File: src/rtl/nibble_deserializer.sv
// Serial-to-parallel nibble assembler with a one-entry output register,
// sticky drop flag and a modulo-256 count of delivered nibbles.
module nibble_deserializer #(
    parameter bit MSB_FIRST = 1'b1
) (
    input  logic       clk,
    input  logic       reset,
    input  logic       bit_in,
    input  logic       bit_valid,
    input  logic       sof,
    output logic [3:0] a,
    output logic       a_valid,
    input  logic       a_ready,
    output logic       busy,
    output logic       overrun,
    output logic [7:0] count
);

    typedef enum logic {
        IDLE,
        COLLECT
    } state_t;

    state_t     state;
    logic [1:0] cnt_q,   cnt_d;
    logic [3:0] sh_q,    sh_d;
    logic [3:0] a_q,     a_d;
    logic       av_q,    av_d;
    logic       ov_q,    ov_d;
    logic [7:0] count_q, count_d;
    logic       done;
    logic       xfer;

    always_ff @(posedge clk) begin
        if (!reset) begin
            cnt_q   <= '0;
            sh_q    <= '0;
            a_q     <= '0;
            av_q    <= 1'b0;
            ov_q    <= 1'b0;
            count_q <= '0;
        end else begin
            cnt_q   <= cnt_d;
            sh_q    <= sh_d;
            a_q     <= a_d;
            av_q    <= av_d;
            ov_q    <= ov_d;
            count_q <= count_d;
        end
    end

    always_comb begin
        state   = (cnt_q == 2'd0) ? IDLE : COLLECT;
        cnt_d   = cnt_q;
        sh_d    = sh_q;
        a_d     = a_q;
        av_d    = av_q;
        ov_d    = ov_q;
        count_d = count_q;
        done    = 1'b0;
        xfer    = av_q && a_ready;

        if (bit_valid) begin
            if (sof) begin
                // Restart: the marker bit becomes the first bit of a fresh nibble.
                sh_d  = MSB_FIRST ? {3'b000, bit_in} : {bit_in, 3'b000};
                cnt_d = 2'd1;
            end else begin
                sh_d  = MSB_FIRST ? {sh_q[2:0], bit_in} : {bit_in, sh_q[3:1]};
                cnt_d = cnt_q + 2'd1;
                done  = (state == COLLECT) && (cnt_q == 2'd3);
            end
        end

        if (xfer) begin
            count_d = count_q + 8'd1;
            av_d    = 1'b0;
        end

        // A nibble completing while the output slot is occupied and not being
        // drained is lost; a same-edge drain frees the slot for it.
        if (done) begin
            if (!av_q || a_ready) begin
                a_d  = sh_d;
                av_d = 1'b1;
            end else begin
                ov_d = 1'b1;
            end
        end
    end

    assign a       = a_q;
    assign a_valid = av_q;
    assign busy    = (state == COLLECT);
    assign overrun = ov_q;
    assign count   = count_q;

endmodule

File: config.mk
export PLATFORM = sky130hd
export DESIGN_NAME = nibble_deserializer
export DESIGN_NICKNAME = d
export VERILOG_FILES = /design/src/rtl/nibble_deserializer.sv
export SDC_FILE = /design/constraint.sdc
export NUM_CORES = 1
export LEC_CHECK = 0
export CORE_MARGIN = 2
export CORE_UTILIZATION = 50
export CTS_CLUSTER_DIAMETER = 60
export DETAILED_ROUTE_END_ITERATION = 7
export GPL_ROUTABILITY_DRIVEN = 0
export GPL_TIMING_DRIVEN = 0
export PLACE_DENSITY = 0.87
export SLEW_MARGIN = 20
export SYNTH_ARGS = -nofsm -noshare
export SYNTH_HDL_FRONTEND = slang
export SYNTH_SLANG_ARGS = --single-unit
export TNS_END_PERCENT = 10
File: constraint.sdc
create_clock -name clk -period 3.42 [get_ports clk]
set_input_delay 0.684 -clock clk [delete_from_list [all_inputs] [get_ports clk]]
set_output_delay 0.684 -clock clk [all_outputs]
set_load 0.01 [all_outputs]
Word level (Yosys, flattened, before mapping) --
Cells that the tools add are included.
Operators by class: reduce and logical (&&, ||, !) cells 7, bitwise operators 1, multiplexer cells 9, equal/unequal tests 1, add/sub/neg operators 2
Operator list (count):
- 8-bit by 1-bit adder with 8-bit output, second input constant | 1
- 4-bit two-way mux | 2
- 1-bit two-way mux | 6
- 2-bit AND reduction | 2
- 2-bit by 1-bit adder with 2-bit output, second input constant | 1
- 2-bit equality test, second input constant | 1
- 1-bit logical AND | 2
- 2-bit zero test | 1
- 2-bit two-way mux | 1
- 1-bit zero test | 1
- 1-bit logical OR | 1
- 1-bit inverter | 1
Storage, ports and cells: output and inout port bits 15, bits of input ports 6, logic and storage cells 26, flip-flop bits (word level) 20

Longest topological paths before layout --
Gate-level depths: netlist of the first run.
depth in word-level cells 6, depth in mapped cells 5, mapped depth without buffers 4

Least setup slack after synthesis of the first run --
No wires, ideal clock.
path kind in2reg, from input port bit_valid, to register a_q[1], in the netlist a[1], slack 1.930 ns, path buffers 2, data arrival time 1.404 ns, cell stages on the path 5, required time 3.334 ns, library setup time 0.086 ns, cells stage by stage buf_2 nor2b_1 buf_2 a21oi_1 a211oi_1
Between the ends: word-level cells in the longest chain between the ends 2, elaborated cells on any way between the ends 3, those cells by class mux: 2; reduce/logical: 1
Ends and longest elaborated chain:
- from (decl) | line 9 | input logic bit_valid,
- 1-bit two-way mux | line 63 | if (bit_valid) begin
- 2-bit AND reduction (no line)
- to (signal assigned) | line 38 | a_q <= '0;
- to (signal assigned) | line 45 | a_q <= a_d;
- to (decl) | line 27 | logic [3:0] a_q, a_d;
Parallel ways exist; a longest one is shown, timed or not. A chain may end at the register's enable or synchronous reset.

Worst setup path after layout of the first run --
from register cnt_q[0], to output port busy
Between the ends: word-level cells in the longest chain between the ends 2
Ends and longest elaborated chain:
- from (decl) | line 25 | logic [1:0] cnt_q, cnt_d;
- from (signal assigned) | line 43 | cnt_q <= cnt_d;
- 2-bit zero test | line 53 | state = (cnt_q == 2'd0) ? IDLE : COLLECT;
- 1-bit two-way mux | line 53
- to (decl) | line 14 | output logic busy,
Every way passes these cells.

==> flow_summary.ini, run 1 <==
[outcome]
status = finished, final reports clean

[sta]
rsz0062_at_grt = no
skew_ns = 0.000545
drv_slew = 0
period_share = 0.643
setup_ws_ns = 1.22
setup_viol = 0
tightest_slew_ns = 0.456
fmax_mhz = 455
final-hold-violation-count = 0
slew-limit-headroom = 0.696
finalSetupTns_ns = 0
period_minus_slack_ns = 2.20

[die]
start_util = 0.540
pin_count = 21
die-width_um = 44.8
fp.dieH_um = 44.8
die-area_um2 = 2010
core_area_um2 = 1540
rows = 14

[clocking]
cts_tree = yes
cts_resized = 0
ctsLongestPathBuffers = 2
cts.hold.buffers_added = 0
h-tree-depth = 1
numClockSinks = 20
root_buffer = clkbuf_4
clk_latency_ns = 0.30
cts_buffers = 3
cts_setup_buffers = 0
clk_pin_slew_ns = 0.10

[setup_path]
cp.arrival_ns = 1.51
worst-path-max-fanout = 4
startpoint_type = flop
crit_type = reg2out
required_ns = 2.74
setup.worst_path.end_class = output port

[place]
dpl-instance-area_um2 = 1040
port_buffers = 19
post-place-ws_ns = 1.23
dp.final_hpwl_um = 1200

[yosys]
netlist_area_um2 = 832
syn_area_per_cell_um2 = 9.04
synth-seq-area-share = 0.481
netlist_instances = 92
yosys_warnings = 0
ys_ff_latch = 20
synthDistinctLibCells = 31
syn_nets = 101

[global_route]
grt_pass1_wl_um = 2570
antenna_found_initial = 0
overflow = 0
grt_usage = 0.175
grt_max_degree = 11
grt_pass1_vias = 649

[route]
dr.pass1.iters = 4
ant_nets = 0
drc = 0
wl_per_cell_um = 11.9
num_vias = 735
wirelength_um = 1550
viasPerCell = 5.65
drt-initial-drc-count = 5

[cells_and_area]
num-nets-final = 125
area_growth_pct = 28.0
layout_common_cells = 20 x dfxtp_1, 19 x clkdlybuf4s50_1, 9 x nor2_1, 9 x a21oi_1, 6 x inv_1
final_common_cell = dfxtp_1
drive_above_1_share = 0.0789
diodes = 0
final_cell_area_um2 = 1060

[pwr]
powerDensity_nw_per_um2 = 349
vdd.ir_drop.worst_uv = 278
p_leak_uw = 0.000382

[hold_path]
hold_class = reg2reg

[job]
drv_cap = 0
==> report_power, final <==
group | internal (uW) | switching, uW
sequential | 236 | 1.85
clock | 41.1 | 68.0
combinational | 12.3 | 13.1
==> path summary, 6_finish.rpt <==
| check | from | to | slack (ns) | cells past startpoint |
|---|---|---|---|---|
| hold / removal | overrun | overrun | 0.48 | 2 |
| setup reg to reg | a_valid | count[7] | 2.04 | 3 |
| hold reg to reg | overrun | overrun | 0.48 | 2 |
| setup / recovery | cnt_q[0] | busy | 1.22 | 4 |
==> cell usage after synthesis, drive strengths merged <==
master	n	area, um2
and2	1	6.26
o22ai	1	6.26
nor2b	3	18.8
inv	6	22.5
nand2	4	15.0
and2b	1	8.76
o311a	1	10.0
nand4	2	18.8
ha	3	37.5
or4	1	7.51
or3	4	27.5
nand3b	1	7.51
xnor2	1	8.76
buf	2	10.0
a31oi	4	25.0
dfxtp	20	400
or2b	1	7.51
clkinv	1	3.75
nand3	3	15.0
a211oi	4	30.0
o21bai	1	7.51
xor2	1	8.76
clkbuf	1	3.75
o31ai	1	7.51
a2bb2oi	1	8.76
a21oi	9	45.0
o21ai	4	20.0
mux2i	1	10.0
nor2	9	33.8
==> worst max-delay path, stage by stage (launching register included) <==
cell	delay (ns)
dfxtp_1	0.39
inv_1	0.06
ha_1	0.19
inv_1	0.05
clkdlybuf4s50_1	0.52
==> layout make-up <==
type / instances / area [um2]
plain buffers: 3 / 13.8
clock buffers: 3 / 22.5
inverters: 7 / 26.3
repair buffers: 19 / 190
fillers: 127 / 477
well taps: 16 / 20.0
flip-flops and latches: 20 / 400
multi-input cells: 62 / 392
==> kinds of logic (layout without fill, tap and decap cells) <==
kind of cell,count (synthesis),in the layout,synth area share
AO/OA/AOI/OAI,26,26,0.192
XOR/XNOR,2,2,0.0211
flip-flops,20,20,0.481
AND/OR/NAND/NOR,30,30,0.200
adder cells (fa/ha/maj),3,3,0.0451
multiplexers,1,1,0.0120
buffers and inverters,10,32,0.0481
==> registers in the layout, summed over array words and instances, names as in the netlist <==
name,cells
overrun,1
cnt_q,2
a,4
count,8
a_valid,1
sh_q,4
==> per-layer routing <==
metal | track usage | vias to the layer above | part of all wire
li1 | - | 368 | -
met1 | 0.207 | 337 | 0.41
met2 | 0.299 | 25 | 0.51
met3 | 0.0240 | 5 | 0.054
met4 | 0.106 | 0 | 0.025
met5 | 0 | - | 0
==> stage by stage <==
step / std cells / hold slack, ns / power (uW) / util
after global routing: 130 / 0.504 / 382 / 0.691
after global placement: 127 / 0.464 / 267 / 0.676
after floorplan: 92 / 0.466 / 256 / -
after CTS: 130 / 0.491 / 374 / 0.691
after detailed placement: 127 / 0.466 / 268 / 0.676
final: 130 / 0.483 / 372 / 0.691
Power figures use the tool's default switching activity.
==> run 2: changes to the inputs <==
--- a/config.mk
+++ b/config.mk
@@ -6,12 +6,12 @@
 export NUM_CORES = 1
 export LEC_CHECK = 0
 export CORE_MARGIN = 2
-export CORE_UTILIZATION = 50
+export CORE_UTILIZATION = 46
 export CTS_CLUSTER_DIAMETER = 60
 export DETAILED_ROUTE_END_ITERATION = 7
 export GPL_ROUTABILITY_DRIVEN = 0
 export GPL_TIMING_DRIVEN = 0
-export PLACE_DENSITY = 0.87
+export PLACE_DENSITY = 0.82
 export SLEW_MARGIN = 20
 export SYNTH_ARGS = -nofsm -noshare
 export SYNTH_HDL_FRONTEND = slang
==> constraint.sdc (replaced) <==
create_clock -name clk -period 2.1 [get_ports clk]
set_input_delay 0.42 -clock clk [delete_from_list [all_inputs] [get_ports clk]]
set_output_delay 0.42 -clock clk [all_outputs]
set_load 0.01 [all_outputs]
==> flow_summary.ini, run 2 (synthesis gave the netlist of run 1 again) <==
[sta]
drv_slew = 0
skew_ns = 0.00279
fmax_mhz = 520
period_share = 0.916
slew-limit-headroom = 0.681
rsz0062_at_grt = no
period_minus_slack_ns = 1.92
setup_viol = 0
final-hold-violation-count = 0
tightest_slew_ns = 0.479
finalSetupTns_ns = 0
holdWs_ns = 0.466

[clocking]
root_buffer = clkbuf_4
h-tree-depth = 1
cts_buffers = 3
clk_pin_slew_ns = 0.11
numClockSinks = 20
cts_resized = 0
ctsLongestPathBuffers = 2
clk_latency_ns = 0.30
cts_tree = yes
cts_setup_buffers = 0
cts.hold.buffers_added = 0

[die]
die-area_um2 = 2170
start_util = 0.487
core_area_um2 = 1710
die-width_um = 46.5
fp.dieH_um = 46.5
pin_count = 21
rows = 15

[cells_and_area]
multi_input_area_um2 = 392
fillerInstances = 148
layout_common_cells = 20 x dfxtp_1, 19 x clkdlybuf4s50_1, 9 x nor2_1, 9 x a21oi_1, 6 x inv_1
diodes = 0
seqCellArea_um2 = 400
final_common_cell = dfxtp_1
area_growth_pct = 32.9
num-nets-final = 125
drive_above_1_share = 0.0870
largest_register_ffs = 8
final_util = 0.648
fin_cells = 140

[route]
ant_nets = 0
dr.pass1.iters = 4
drc = 0
drt-initial-drc-count = 8
wl_per_cell_um = 11.3
num_vias = 721
wirelength_um = 1580
viasPerCell = 5.15

[pwr]
vdd.ir_drop.worst_uv = 485
p_leak_uw = 0.000396
powerDensity_nw_per_um2 = 669

[place]
dp.final_hpwl_um = 1150
dpl.cell_count = 136
port_buffers = 19

[setup_path]
setup.worst_path.end_class = output port
required_ns = 1.68
crit_type = reg2out
cp.arrival_ns = 1.50
worst-path-max-fanout = 4
startpoint_type = flop

[global_route]
overflow = 0
antenna_found_initial = 0
grt_pass1_vias = 605
grt_pass1_wl_um = 2540
grt_max_degree = 13
grt_usage = 0.168

[outcome]
status = finished, final reports clean

[job]
drv_cap = 0

[hold_path]
hold_class = in2reg
[run 2: cell types whose count changed in the layout (fill, tap and decap cells not counted), sizes merged]
| cell | previous run | this run |
|---|---|---|
| bufinv | 0 | 1 |
[run 2: final timing paths]
check / from / endpoint / slack (ns) / cells past startpoint
hold reg to reg: count[7] / count[7] / 0.49 / 2
hold / removal: bit_valid / cnt_q[0] / 0.47 / 3
setup / recovery: cnt_q[0] / busy / 0.18 / 4
setup reg to reg: a_valid / count[7] / 0.75 / 3
[run 2: cell type report]
| type | count | area share |
|---|---|---|
| clock buffers | 3 | 0.0204 |
| well taps | 25 | 0.0283 |
| multi-input cells | 62 | 0.354 |
| clock inverters | 1 | 0.0271 |
| repair buffers | 19 | 0.172 |
| plain buffers | 3 | 0.0124 |
| inverters | 7 | 0.0238 |
| flip-flops and latches | 20 | 0.362 |
[run 2: power by group]
group | internal, uW | switching (uW)
Sequential | 384 | 2.97
Combinational | 19.8 | 21.5
Clock | 193 | 119
Total | 596 | 144
[run 2: critical path: stages (launching register included)]
cell             delay, ns
dfxtp_1               0.39
inv_1                 0.06
ha_1                  0.19
inv_1                 0.04
clkdlybuf4s50_1       0.52
[run 2: metrics by stage]
stage	total power [uW]	cell area [um2]	setup WS, ns
floorplan	417	832	0.827
global placement	436	1050	0.218
detailed placement	437	1050	0.198
CTS	748	1110	0.159
global route	761	1110	0.0964
finish	740	1110	0.175
[run 2: routing by layer]
layer | up-vias | track usage | routed length (um)
met4 | 0 | 0.103 | 29
met1 | 325 | 0.202 | 746
met2 | 20 | 0.278 | 731
met3 | 4 | 0.0235 | 69
li1 | 372 | - | -
met5 | - | 0 | 0
==> run 3: changes to the inputs <==
--- a/config.mk
+++ b/config.mk
@@ -7,7 +7,7 @@
 export LEC_CHECK = 0
 export CORE_MARGIN = 2
 export CORE_UTILIZATION = 46
-export CTS_CLUSTER_DIAMETER = 60
+export CTS_CLUSTER_DIAMETER = 200
 export DETAILED_ROUTE_END_ITERATION = 7
 export GPL_ROUTABILITY_DRIVEN = 0
 export GPL_TIMING_DRIVEN = 0
==> results of run 3 <==
Same layout as run 2: the final DEF is identical, and so are final timing and power.
